===== config.mk =====
export PLATFORM = sky130hd
export DESIGN_NAME = mpu_controller
export DESIGN_NICKNAME = d
export VERILOG_FILES = /design/src/rtl/mpu_controller.sv
export SDC_FILE = /design/constraint.sdc
export NUM_CORES = 1
export LEC_CHECK = 0
export BUFFER_PORTS_ARGS = -buffer_cell sky130_fd_sc_hd__buf_2
export CAP_MARGIN = 10
export CORE_MARGIN = 2
export CORE_UTILIZATION = 40
export CTS_CLUSTER_DIAMETER = 120
export DETAILED_ROUTE_END_ITERATION = 10
export MAX_ROUTING_LAYER = met4
export PLACE_DENSITY_LB_ADDON = 0.2
export RECOVER_POWER = 50
export SYNTH_ARGS = -nofsm -noshare
export SYNTH_HDL_FRONTEND = slang
export SYNTH_SLANG_ARGS = --single-unit

===== constraint.sdc =====
create_clock -name clk -period 1.4 [get_ports clk]
set_input_delay 0.14 -clock clk [delete_from_list [all_inputs] [get_ports clk]]
set_output_delay 0.14 -clock clk [all_outputs]
set_load 0.05 [all_outputs]

===== src/rtl/mpu_controller.sv =====
// mpu_controller: sequences matrix LOAD/STORE requests against a small register file
// and tracks which registers hold a loaded matrix.
// Operation encoding on op: 2'd0 = NOP, 2'd1 = LOAD, 2'd2 = STORE (2'd3 is answered with error).
// Optional build macro MPU_CTRL_TIMEOUT_EN adds a busy-state watchdog of TIMEOUT cycles;
// without it the busy states wait for an ack indefinitely.
module mpu_controller #(
    parameter int FP              = 32,
    parameter int M               = 2,
    parameter int N               = 2,
    parameter int MBITS           = 1,
    parameter int NBITS           = 1,
    parameter int MATRIX_REG_SIZE = 1,
    parameter int TIMEOUT         = 64
) (
    input  logic                              clk,
    input  logic                              rst,
    input  logic                              op_valid,
    input  logic [1:0]                        op,
    input  logic [MATRIX_REG_SIZE-1:0]        op_addr,
    input  logic [MBITS:0]                    op_m,
    input  logic [NBITS:0]                    op_n,
    output logic                              op_ready,
    output logic                              done,
    output logic                              error,
    output logic                              load_en,
    input  logic                              load_ack,
    input  logic                              load_error,
    output logic [MATRIX_REG_SIZE-1:0]        load_addr,
    output logic [MBITS:0]                    matrix_m_size,
    output logic [NBITS:0]                    matrix_n_size,
    output logic                              store_en,
    input  logic                              store_ack,
    output logic [MATRIX_REG_SIZE-1:0]        reg_store_addr,
    output logic [(2**MATRIX_REG_SIZE)-1:0]   reg_valid
);

    localparam int unsigned MW = MBITS + 1;
    localparam int unsigned NW = NBITS + 1;
    localparam logic [1:0]  OP_NOP   = 2'd0;
    localparam logic [1:0]  OP_LOAD  = 2'd1;
    localparam logic [1:0]  OP_STORE = 2'd2;

    // Reject nonsensical configurations at elaboration time
    if (FP < 1 || M < 1 || N < 1 || TIMEOUT < 1) begin : g_param_check
        $error("mpu_controller: FP, M, N and TIMEOUT must all be at least 1");
    end

    typedef enum logic [1:0] {
        S_IDLE,
        S_LOAD_BUSY,
        S_STORE_BUSY,
        S_RESP
    } state_t;

    state_t state;
    logic   dims_ok;

    // Requested matrix shape fits within the M x N register geometry
    always_comb begin
        dims_ok = (op_m != '0) && (op_m <= MW'(M)) && (op_n != '0) && (op_n <= NW'(N));
    end

`ifdef MPU_CTRL_TIMEOUT_EN
    localparam int unsigned CW = $clog2(TIMEOUT + 1);
    logic [CW-1:0] wd_cnt;
    logic          wd_expired;

    // Watchdog fires on the TIMEOUT-th busy cycle without an ack
    always_comb begin
        wd_expired = (wd_cnt == CW'(TIMEOUT - 1));
    end
`endif

    // Controller FSM with registered handshake, status and operand outputs
    always_ff @(posedge clk or posedge rst) begin
        if (rst) begin
            state          <= S_IDLE;
            op_ready       <= 1'b0;
            done           <= 1'b0;
            error          <= 1'b0;
            load_en        <= 1'b0;
            store_en       <= 1'b0;
            load_addr      <= '0;
            reg_store_addr <= '0;
            matrix_m_size  <= '0;
            matrix_n_size  <= '0;
            reg_valid      <= '0;
`ifdef MPU_CTRL_TIMEOUT_EN
            wd_cnt         <= '0;
`endif
        end else begin
            done  <= 1'b0;
            error <= 1'b0;
            case (state)
                S_IDLE: begin
                    op_ready <= 1'b1;
                    if (op_valid && op_ready) begin
                        op_ready       <= 1'b0;
                        load_addr      <= op_addr;
                        reg_store_addr <= op_addr;
                        matrix_m_size  <= op_m;
                        matrix_n_size  <= op_n;
                        state          <= S_RESP;
                        case (op)
                            OP_NOP: done <= 1'b1;
                            OP_LOAD: begin
                                if (dims_ok) begin
                                    reg_valid[op_addr] <= 1'b0;
                                    load_en            <= 1'b1;
                                    state              <= S_LOAD_BUSY;
                                end else begin
                                    error <= 1'b1;
                                end
                            end
                            OP_STORE: begin
                                if (reg_valid[op_addr]) begin
                                    store_en <= 1'b1;
                                    state    <= S_STORE_BUSY;
                                end else begin
                                    error <= 1'b1;
                                end
                            end
                            default: error <= 1'b1;
                        endcase
                    end
                end
                S_LOAD_BUSY: begin
                    if (load_ack) begin
                        load_en <= 1'b0;
                        state   <= S_RESP;
                        if (load_error) begin
                            error <= 1'b1;
                        end else begin
                            done                 <= 1'b1;
                            reg_valid[load_addr] <= 1'b1;
                        end
`ifdef MPU_CTRL_TIMEOUT_EN
                        wd_cnt <= '0;
                    end else if (wd_expired) begin
                        load_en <= 1'b0;
                        error   <= 1'b1;
                        state   <= S_RESP;
                        wd_cnt  <= '0;
                    end else begin
                        wd_cnt <= wd_cnt + CW'(1);
`endif
                    end
                end
                S_STORE_BUSY: begin
                    if (store_ack) begin
                        store_en <= 1'b0;
                        done     <= 1'b1;
                        state    <= S_RESP;
`ifdef MPU_CTRL_TIMEOUT_EN
                        wd_cnt   <= '0;
                    end else if (wd_expired) begin
                        store_en <= 1'b0;
                        error    <= 1'b1;
                        state    <= S_RESP;
                        wd_cnt   <= '0;
                    end else begin
                        wd_cnt <= wd_cnt + CW'(1);
`endif
                    end
                end
                default: begin
                    op_ready <= 1'b1;
                    state    <= S_IDLE;
                end
            endcase
        end
    end

endmodule


* Word-level counts from Yosys, hierarchy flattened *
Cells that the tools add are included.

cells by class
  $lt $le $gt $ge = 6
  equality and inequality tests = 12
  multiplexer cells = 44
  bitwise operators = 3
  reductions and logical operators = 18

operator list
  operator                                                               number
  1-bit two-way mux                                                      24
  2-bit two-way mux                                                      9
  2-bit != test (second input constant)                                  6
  5-bit AND reduction                                                    2
  1-bit one-hot mux with 2 select lines                                  4
  2-bit one-hot mux with 2 select lines                                  2
  2-bit nonzero test                                                     4
  1-bit logical AND                                                      6
  1-bit one-hot mux with 3 select lines                                  2
  2-bit one-hot mux with 3 select lines                                  1
  6-bit AND reduction                                                    1
  2-bit by 1-bit == test with 1-bit output (second input constant)       2
  2-bit == test (second input constant)                                  2
  2-bit less-or-equal comparator (second input constant)                 2
  2-bit logical NOT                                                      2
  1-bit by 2-bit < comparator with 1-bit output (second input constant)  2
  2-bit by 1-bit != test with 1-bit output (second input constant)       2
  3-bit AND reduction                                                    1
  2-bit bitwise AND                                                      1
  1-bit demux with 1-bit select                                          2
  1-bit >= comparator (second input constant)                            2
  2-bit inverter                                                         1
  2-bit bitwise OR                                                       1
  2-bit AND reduction                                                    1
  2-bit OR reduction                                                     1

storage, ports and cells
  register bits = 14
  output and inout port bits = 13
  word-level logic and storage cells = 93

* Depth between registers and ports, before layout *
  word-level depth = 10
  depth in mapped cells = 7
  mapped depth without buffers = 6

* Least setup slack after synthesis *
Ideal clock, no wire load.

  path type = register -> register
  start = register op_ready
  end = register reg_valid[1]
  library setup time = 122 ps
  arrival time = 1,386 ps
  slack = -107 ps
  cell stages (with the launch flop) = 5
  path buffers = 0
  path through = dfrtp_1 nand4_1 nor3_2 nand3_1 a32o_1

between the ends
  longest elaborated chain between the ends = 3

RTL lines
  element                               RTL line  source
  start, declared                       22        output logic op_ready,
  start signal, assigned                78        op_ready <= 1'b0;
  start signal, assigned                96        op_ready <= 1'b1;
  start signal, assigned                98        op_ready <= 1'b0;
  1-bit logical AND                     97        if (op_valid && op_ready) begin
  2-bit != test (no source line)        n/a
  6-bit AND reduction (no source line)  n/a
  end signal, assigned                  87        reg_valid <= '0;
  end signal, assigned by index         108       reg_valid[op_addr] <= 1'b0;
  end signal, assigned by index         135       reg_valid[load_addr] <= 1'b1;
  end, declared                         34        output logic [(2**MATRIX_REG_SIZE)-1:0] reg_valid

Every way passes these cells.
A chain may end at the register's enable or synchronous reset.

* Worst setup path in the final report *
  start = register state[0]
  end = register state[1]

between the ends
  longest elaborated chain between the ends = 3

RTL lines
  element                                      RTL line  source
  start, declared                              55        state_t state;
  start signal, assigned                       77        state <= S_IDLE;
  start signal, assigned                       103       state <= S_RESP;
  start signal, assigned                       110       state <= S_LOAD_BUSY;
  2-bit == test, or another cell as far along  94        case (state)
  2-bit != test (no source line)               n/a
  3-bit AND reduction (no source line)         n/a

Parallel ways exist; a longest one is shown, timed or not.

==> results.sh <==
export IMPL_run_status="finished clean"
export IMPL_yosys_area_share_xor_xnor_pct=2.11
export IMPL_drive_gt1_share_pct=45.3
export IMPL_avg_synthesized_cell_area_sq_um=10.5
export IMPL_synthesis_instances=79
export IMPL_critPathLaunch="state[0]$_DFFE_PP0P_"
export IMPL_worst_slew_pin_transition_ns=0.525
export IMPL_timing_final_crit_period_ns=1.39
export IMPL_core_rowCount=16
export IMPL_stdcell_count=144
export IMPL_timing_rr_start="state[0]$_DFFE_PP0P_"
export IMPL_grt_pass1_wl_um=2960
export IMPL_worst_setup_path_start_kind="flip-flop"
export IMPL_finalCoreUtilization_pct=57.9
export IMPL_cap_violations=0
export IMPL_timing_hold_violations_final=0
export IMPL_maximum_number_of_pins_on_one_net_before_global_route_repair=15
export IMPL_tritoncts="built"
export IMPL_grt_overflow=0
export IMPL_critPathRequiredTime_ns=1.57
export IMPL_main_area_contributors_after_synthesis="sky130_fd_sc_hd__dfrtp_1 42%, sky130_fd_sc_hd__ha_1 12%, sky130_fd_sc_hd__mux2_1 8.1%, sky130_fd_sc_hd__a21oi_1 4.2%, sky130_fd_sc_hd__inv_1 3.2%"
export IMPL_die_width_um=49.6
export IMPL_min_from="op_m[0]"
export IMPL_synth_fp_nets=100
export IMPL_ir_worst_vdd_uv=1230
export IMPL_routed_wire_length_um=1820
export IMPL_async_reset_ff_share_pct=100
export IMPL_number_of_library_cell_types_mapped_by_synthesis=28
export IMPL_port_buffer_count=25
export IMPL_powerDensity_nw_per_um2=2570
export IMPL_place_gp_congestion=0.785
export IMPL_gr_usage_all_layers_pct=16.7
export IMPL_use_met2_pct=27.8
export IMPL_grt_most_used_layer="met2"
export IMPL_drtIter0Drc=3
export IMPL_finalSetupViolCount=0
export IMPL_floorplan_io_pins=26
export IMPL_timing_max_slew_rel_slack_pct=65.0
export IMPL_grt_pass1_vias=697
export IMPL_rsz0062_at_grt="true"
export IMPL_p_leak_uw=0.000535
export IMPL_detail_route_vias_per_cell=4.97
export IMPL_synth_edff_count=0
export IMPL_report_final_slew_viol_count=0
export IMPL_layout_worst_path_cycle_share_pct=98.9
export IMPL_floorplan_die_height_um=49.6
export IMPL_area_of_the_mapped_netlist_sq_um=831
export IMPL_placed_cells_incl_taps=138
export IMPL_end_kind="flip-flop"
export IMPL_critical_path_max_fanout=2
export IMPL_cts_path_max_buffers=2
export IMPL_numCtsBuffers=3
export IMPL_critPathArrivalTime_ns=1.56
export IMPL_post_synth_top_area_fraction_pct=42.2
export IMPL_finalClockSkew_ns=0.00234
export IMPL_min_delay_path_class="input pin to flip-flop"
export IMPL_yosys_area_top_type="sky130_fd_sc_hd__dfrtp_1"
export IMPL_finalNetCount=139
export IMPL_n_antenna_cell=0
export IMPL_dominantRegCellSynth="sky130_fd_sc_hd__dfrtp_1"
export IMPL_clk_pin_slew_worst_paths_ns=0.09
export IMPL_global_route_usage_met3_pct=3.94
export IMPL_placeableCoreArea_sq_um=1960
export IMPL_n_fill_cell=190
export IMPL_die_area_sq_um=2460
export IMPL_postRouteAntennaNets=0
export IMPL_ctsHtreeMaxLevel=1
export IMPL_post_synth_and_or_nand_nor_area_fraction_pct=10.2
export IMPL_synth_area_mux_share_pct=12.3
export IMPL_synth_top_family_by_area="compound AO/OA/AOI/OAI gates"
export IMPL_detailed_placer_s_ending_hpwl_um=1470
export IMPL_synth_compound_area_share_pct=16.1
export IMPL_clock_insertion_delay_worst_skew_ns=0.29
export IMPL_yosys_register_bits=14
export IMPL_synth_seq_area_share_pct=42.2
export IMPL_yosys_area_share_adder_pct=12.0
export IMPL_syn2layout_area_growth_pct=36.7
export IMPL_hold_worst_slack_ns=0.0830
export IMPL_synth_warning_count=0
export IMPL_use_met1_pct=18.6
export IMPL_drtPass1Iterations=4
export IMPL_initial_standard_cell_utilization_of_the_core_pct=42.3
export IMPL_dr_total_vias=716
export IMPL_clock_fmax_ghz=0.722
export IMPL_drcViolationCount=0
export IMPL_routedWlPerCell_um=12.6
export IMPL_cts_sinks=14
export IMPL_worstSetupPathType="flip-flop to flip-flop"
export IMPL_root_buffer="sky130_fd_sc_hd__clkbuf_4"
export IMPL_grt_antenna_before_repair=0
per-stage QoR:
stage | instance area, sq um | worst slack [ns] | power (uW) | TNS, ns
5_1_grt | 1140 | -0.139 | 3100 | -0.759
4_1_cts | 1120 | 0.00696 | 2910 | 0
2_1_floorplan | 842 | -0.0476 | 2020 | -0.127
6_report | 1140 | 0.0148 | 2920 | 0
3_3_place_gp | 1050 | -0.0306 | 2480 | -0.0962
3_5_place_dp | 1050 | -0.119 | 2530 | -0.352
metal layers:
layer	up-vias	routed length [um]
met1	327	774
met5	-	0
met3	6	92
met2	23	900
met4	0	51
li1	360	-
layout make-up:
type | instances | area (sq um) | area share, %
well taps | 27 | 33.8 | 2.97
inverters | 7 | 26.3 | 2.31
repair buffers | 36 | 210 | 18.5
flip-flops and latches | 14 | 352 | 30.9
multi-input cells | 56 | 478 | 42.1
clock buffers | 4 | 36.3 | 3.19
state kept, by name (all words and copies together), names as in the netlist:
| signal | flops |
|---|---|
| done | 1 |
| store_en | 1 |
| op_ready | 1 |
| reg_valid | 2 |
| reg_store_addr | 1 |
| matrix_m_size | 2 |
| matrix_n_size | 2 |
| load_en | 1 |
| error | 1 |
| state | 2 |
cell usage after synthesis (2+ instances only):
master and instances:
sky130_fd_sc_hd__nand2_1 7, sky130_fd_sc_hd__nand4_1 2, sky130_fd_sc_hd__xnor2_1 2, sky130_fd_sc_hd__buf_4 2, sky130_fd_sc_hd__dfrtp_1 14, sky130_fd_sc_hd__inv_1 7, sky130_fd_sc_hd__a21oi_1 7, sky130_fd_sc_hd__mux2_1 6
sky130_fd_sc_hd__ha_1 8, sky130_fd_sc_hd__nor2_1 4, sky130_fd_sc_hd__nand3_1 3
logic make-up after synthesis:
kind of cell | after synthesis
buffers and inverters | 9
adders and majority gates | 8
xor gates and xnor gates | 2
and+or+nand+nor | 18
DFF | 14
AOI/OAI and AO/OA | 19
muxes | 9
power breakdown:
part | internal (uW) | total, uW | switching, uW
clock network | 159 | 304 | 146
logic | 712 | 1880 | 1170
registers | 596 | 728 | 131
total | 1470 | 2920 | 1450
repair_timing:
action / CTS / global route
endpoints found under the setup margin: 11 / 14
buffers inserted: 0 / 1
hold buffers: 1 / 0
gates resized for setup: 5 / 3
pin swaps: 5 / 1
hold endpoints to repair: 14 / 0
worst max-delay path, cell delays in order (launching register included):
cell	delay (ns)
sky130_fd_sc_hd__dfrtp_1	0.36
sky130_fd_sc_hd__buf_4	0.12
sky130_fd_sc_hd__ha_2	0.18
sky130_fd_sc_hd__inv_1	0.06
sky130_fd_sc_hd__o221ai_2	0.19
sky130_fd_sc_hd__mux2_1	0.35
worst paths after layout:
path / endpoint / slack [ns] / cells past startpoint
min in group asynchronous: matrix_n_size[1]$_DFFE_PP0P_ / 0.42 / 3
worst max register to register: state[1]$_DFFE_PP0P_ / 0.01 / 5
worst min-delay path: matrix_m_size[0]$_DFFE_PP0P_ / 0.08 / 2
worst min register to register: matrix_n_size[1]$_DFFE_PP0P_ / 0.49 / 1
worst max-delay path: state[1]$_DFFE_PP0P_ / 0.01 / 5
max in group asynchronous: op_ready$_DFFE_PP0P_ / 0.61 / 3
placed cells by master, fill, tap and decap left out, types with 5 or more instances in the layout:
master	n
sky130_fd_sc_hd__buf_2	25
sky130_fd_sc_hd__dfrtp_1	13
sky130_fd_sc_hd__buf_4	10
sky130_fd_sc_hd__nand2_1	7
sky130_fd_sc_hd__mux2_1	6
sky130_fd_sc_hd__a21oi_1	6
sky130_fd_sc_hd__ha_1	6
sky130_fd_sc_hd__inv_1	5
(Power assumes the default switching activity.)
